### src/rtl/mux_key_with_default.sv
// Key-lookup multiplexer over a packed (key, data) pair table, with a default value on miss.
// Provides a combinational result and a registered copy with one cycle of latency.
module mux_key_with_default #(
    parameter int unsigned NR_KEY   = 2,
    parameter int unsigned KEY_LEN  = 1,
    parameter int unsigned DATA_LEN = 1
) (
    input  logic                                 clk,
    input  logic                                 rst,
    input  logic [KEY_LEN-1:0]                   key,
    input  logic [DATA_LEN-1:0]                  default_out,
    input  logic [NR_KEY*(KEY_LEN+DATA_LEN)-1:0] lut,
    input  logic                                 en,
    output logic [DATA_LEN-1:0]                  out,
    output logic                                 hit,
    output logic [DATA_LEN-1:0]                  out_q,
    output logic                                 hit_q
);

    localparam int unsigned PAIR = KEY_LEN + DATA_LEN;

    logic [DATA_LEN-1:0] w_out;
    logic                w_hit;
    logic [DATA_LEN-1:0] r_out_q;
    logic                r_hit_q;

    // Descending scan: the lowest-index matching pair is written last and wins.
    always_comb begin
        w_out = default_out;
        w_hit = 1'b0;
        for (int unsigned i = NR_KEY; i > 0; i--) begin
            if (lut[PAIR*(i-1) + DATA_LEN +: KEY_LEN] == key) begin
                w_out = lut[PAIR*(i-1) +: DATA_LEN];
                w_hit = 1'b1;
            end
        end
    end

    always_ff @(posedge clk or posedge rst) begin
        if (rst) begin
            r_out_q <= '0;
            r_hit_q <= 1'b0;
        end else if (en) begin
            r_out_q <= w_out;
            r_hit_q <= w_hit;
        end
    end

    assign out   = w_out;
    assign hit   = w_hit;
    assign out_q = r_out_q;
    assign hit_q = r_hit_q;

endmodule

### config.mk
export PLATFORM = sky130hd
export DESIGN_NAME = mux_key_with_default
export DESIGN_NICKNAME = d
export VERILOG_FILES = /design/src/rtl/mux_key_with_default.sv
export SDC_FILE = /design/constraint.sdc
export NUM_CORES = 1
export LEC_CHECK = 0
export CAP_MARGIN = 5
export CORE_AREA = 2 2 39 41
export DETAILED_ROUTE_END_ITERATION = 16
export DIE_AREA = 0 0 41 43
export GPL_TIMING_DRIVEN = 0
export PLACE_DENSITY = 0.46
export SYNTH_ARGS = -nofsm -noshare
export SYNTH_HDL_FRONTEND = slang
export SYNTH_SLANG_ARGS = --single-unit
### constraint.sdc
create_clock -name clk -period 1.3 [get_ports clk]
set_input_delay 0.325 -clock clk [delete_from_list [all_inputs] [get_ports clk]]
set_output_delay 0.325 -clock clk [all_outputs]
set_load 0.005 [all_outputs]
==> impl_metrics.tcl <==
set metrics [dict create \
    synthTopCellsByArea "dfrtp_1 (31%), a211oi_2 (7.8%), a31oi_1 (7.8%)" \
    root_buffer "clkbuf_4" \
    fmax_mhz 723 \
    dpl.cell_count 44 \
    final_cells 53 \
    antenna_left 0 \
    grt_pass1_vias 236 \
    grt_max_degree 8 \
    cts_max_level 1 \
    die_area_sq_um 1760 \
    drive_gt1_share_pct 59.5 \
    nets 48 \
    setup_viol 2 \
    ys_ff_latch 2 \
    antenna_found_initial 0 \
    die_h_um 43 \
    p_leak_nw 0.166 \
    cts_max_path_buffers 2 \
    die_w_um 41 \
    synth_area_per_cell_sq_um 10.1 \
    vias 212 \
    layout_commonest_cell "buf_4" \
    holdBufCountCts 0 \
    cts_made_buffers 3 \
    start_kind "input port" \
    rsz0062_at_grt "true" \
    synth_top_area_cell "dfrtp_1" \
    arrival_ps 1060 \
    worst_pin_slew_ps 238 \
    drc 0 \
    status "complete, but fails checks" \
    io_buffers 12 \
    finalWorstSetupSlack_ps -82.4 \
    wl_um 586 \
    yosysWarningCount 0 \
    clk_latency_ps 220 \
    drtPass1Iterations 2 \
    ios 13 \
    syn_inst 16 \
    grt_pass1_wl_um 841 \
    tritoncts "done" \
    fin_crit_sh_pct 106 \
    clk_pin_slew_ps 30 \
    fin_crit_ps 1380 \
    p_total_mw 0.308 \
    initial_core_util_pct 11.7 \
    syn_nets 25 \
    place_ws_ps -959 \
    hold_viol_final 0 \
    vias_per_cell 4.00 \
    synthDistinctLibCells 14 \
    num_rows 14 \
    drtIter0Drc 2 \
    cts.sinks 2 \
    layout.cells.most_common_list "buf_4 (6), dlygate4sd2_1 (4), clkbuf_4 (3), buf_2 (3)" \
    core_sq_um 1380 \
    worstPathRequired_ps 980 \
    grt.overflow.total 0 \
    wl_per_cell_um 11.1 \
    n_antenna_cell 0 \
    syn2layout_area_growth_pct 131 \
    yosys.area.top_type_share_pct 31.0 \
    finalMaxSlewViolations 0 \
    slew_headroom_pct 84.1 \
    drv_cap 0 \
    track_usage_pct 8.02 \
    failed_checks "setup timing" \
    fin_worst_skew_ps 0 \
    setup_tns_ps -110 \
    path_class "in -> out" \
    ys_seq_area_share_pct 31.0 \
    peakVddDrop_mv 0.250 \
    path_max_fanout 7 \
    min_path_type "in -> async" \
    gp_congestion 0.555 \
    synth_area_sq_um 161 \
    end_kind "primary output" \
    powerDensity_nw_per_um2 827 \
]
==> flip-flops by register name, indices dropped and copies added (netlist names) <==
name,cells
hit_q,1
out_q,1
==> path summary, 6_finish.rpt <==
kind | startpoint | endpoint | slack [ps] | cells after the start
setup / recovery | lut[1] | out | -80 | 5
hold / removal | rst | hit_q | 270 | 2
setup reg to reg | hit_q | hit_q | 560 | 1
hold reg to reg | hit_q | hit_q | 510 | 1
max in group asynchronous | rst | out_q | 920 | 2
min in group clk | hit_q | hit_q | 510 | 1
==> worst max-delay path, cell delays in order <==
cell and delay (ps):
buf_8 90, and4bb_1 220, a211oi_2 220, nand2_1 70
buf_2 130
==> power by group <==
group | internal (mW) | total (mW) | switching, mW
clock | 0.101 | 0.129 | 0.0283
sequential | 0.0702 | 0.0736 | 0.00337
combinational | 0.0689 | 0.105 | 0.0363
==> cells by family (layout without fill, tap and decap cells) <==
group,count (synthesis),count (layout),synth area share [%]
DFF,2,2,31.0
and+or+nand+nor,7,7,35.7
buffers and inverters,1,22,2.32
AOI/OAI and AO/OA,4,4,18.6
muxes,1,1,6.98
xor gates and xnor gates,1,1,5.43
==> timing repair <==
action / 4_1_cts / 5_1_grt
pin swaps: 6 / 3
endpoints found under the setup margin: 6 / 3
cloned: 0 / 0
resized for setup: 38 / 0
setup buffers: 7 / 0
==> synth_stat cells <==
cell type / instances
nor3b_1: 1
nor2b_1: 1
a211oi_2: 1
and4bb_2: 1
xnor2_1: 1
dfrtp_1: 2
mux2_2: 1
nor2_1: 1
a21oi_1: 1
a31oi_1: 2
and4bb_1: 1
nand2_1: 1
and4b_2: 1
inv_1: 1
==> area by class of cell <==
class                           count  area, sq um
Tap cell                           16         20.0
Timing Repair Buffer               18          156
Sequential cell                     2         50.0
Multi-Input combinational cell     13          120
Clock buffer                        3         22.5
Inverter                            1         3.75
Fill cell                         155         1010
==> per-stage QoR <==
| stage | hold slack (ps) | area, sq um | utilization [%] |
|---|---|---|---|
| detailed placement | 496 | 302 | 21.8 |
| floorplan | 66.2 | 161 | - |
| CTS | 272 | 373 | 26.9 |
| global placement | 489 | 302 | 21.8 |
| global route | 284 | 373 | 26.9 |
| finish | 274 | 373 | 26.9 |
==> layer usage <==
layer,routed length [um],global-route usage (%),vias up,share of wire [%]
li1,-,-,104,-
met3,97,5.76,2,17
met2,257,10.6,13,44
met5,0,0,-,0
met4,12,8.00,0,2.0
met1,219,7.35,93,37
No activity file was read; power rests on OpenSTA's default activity.
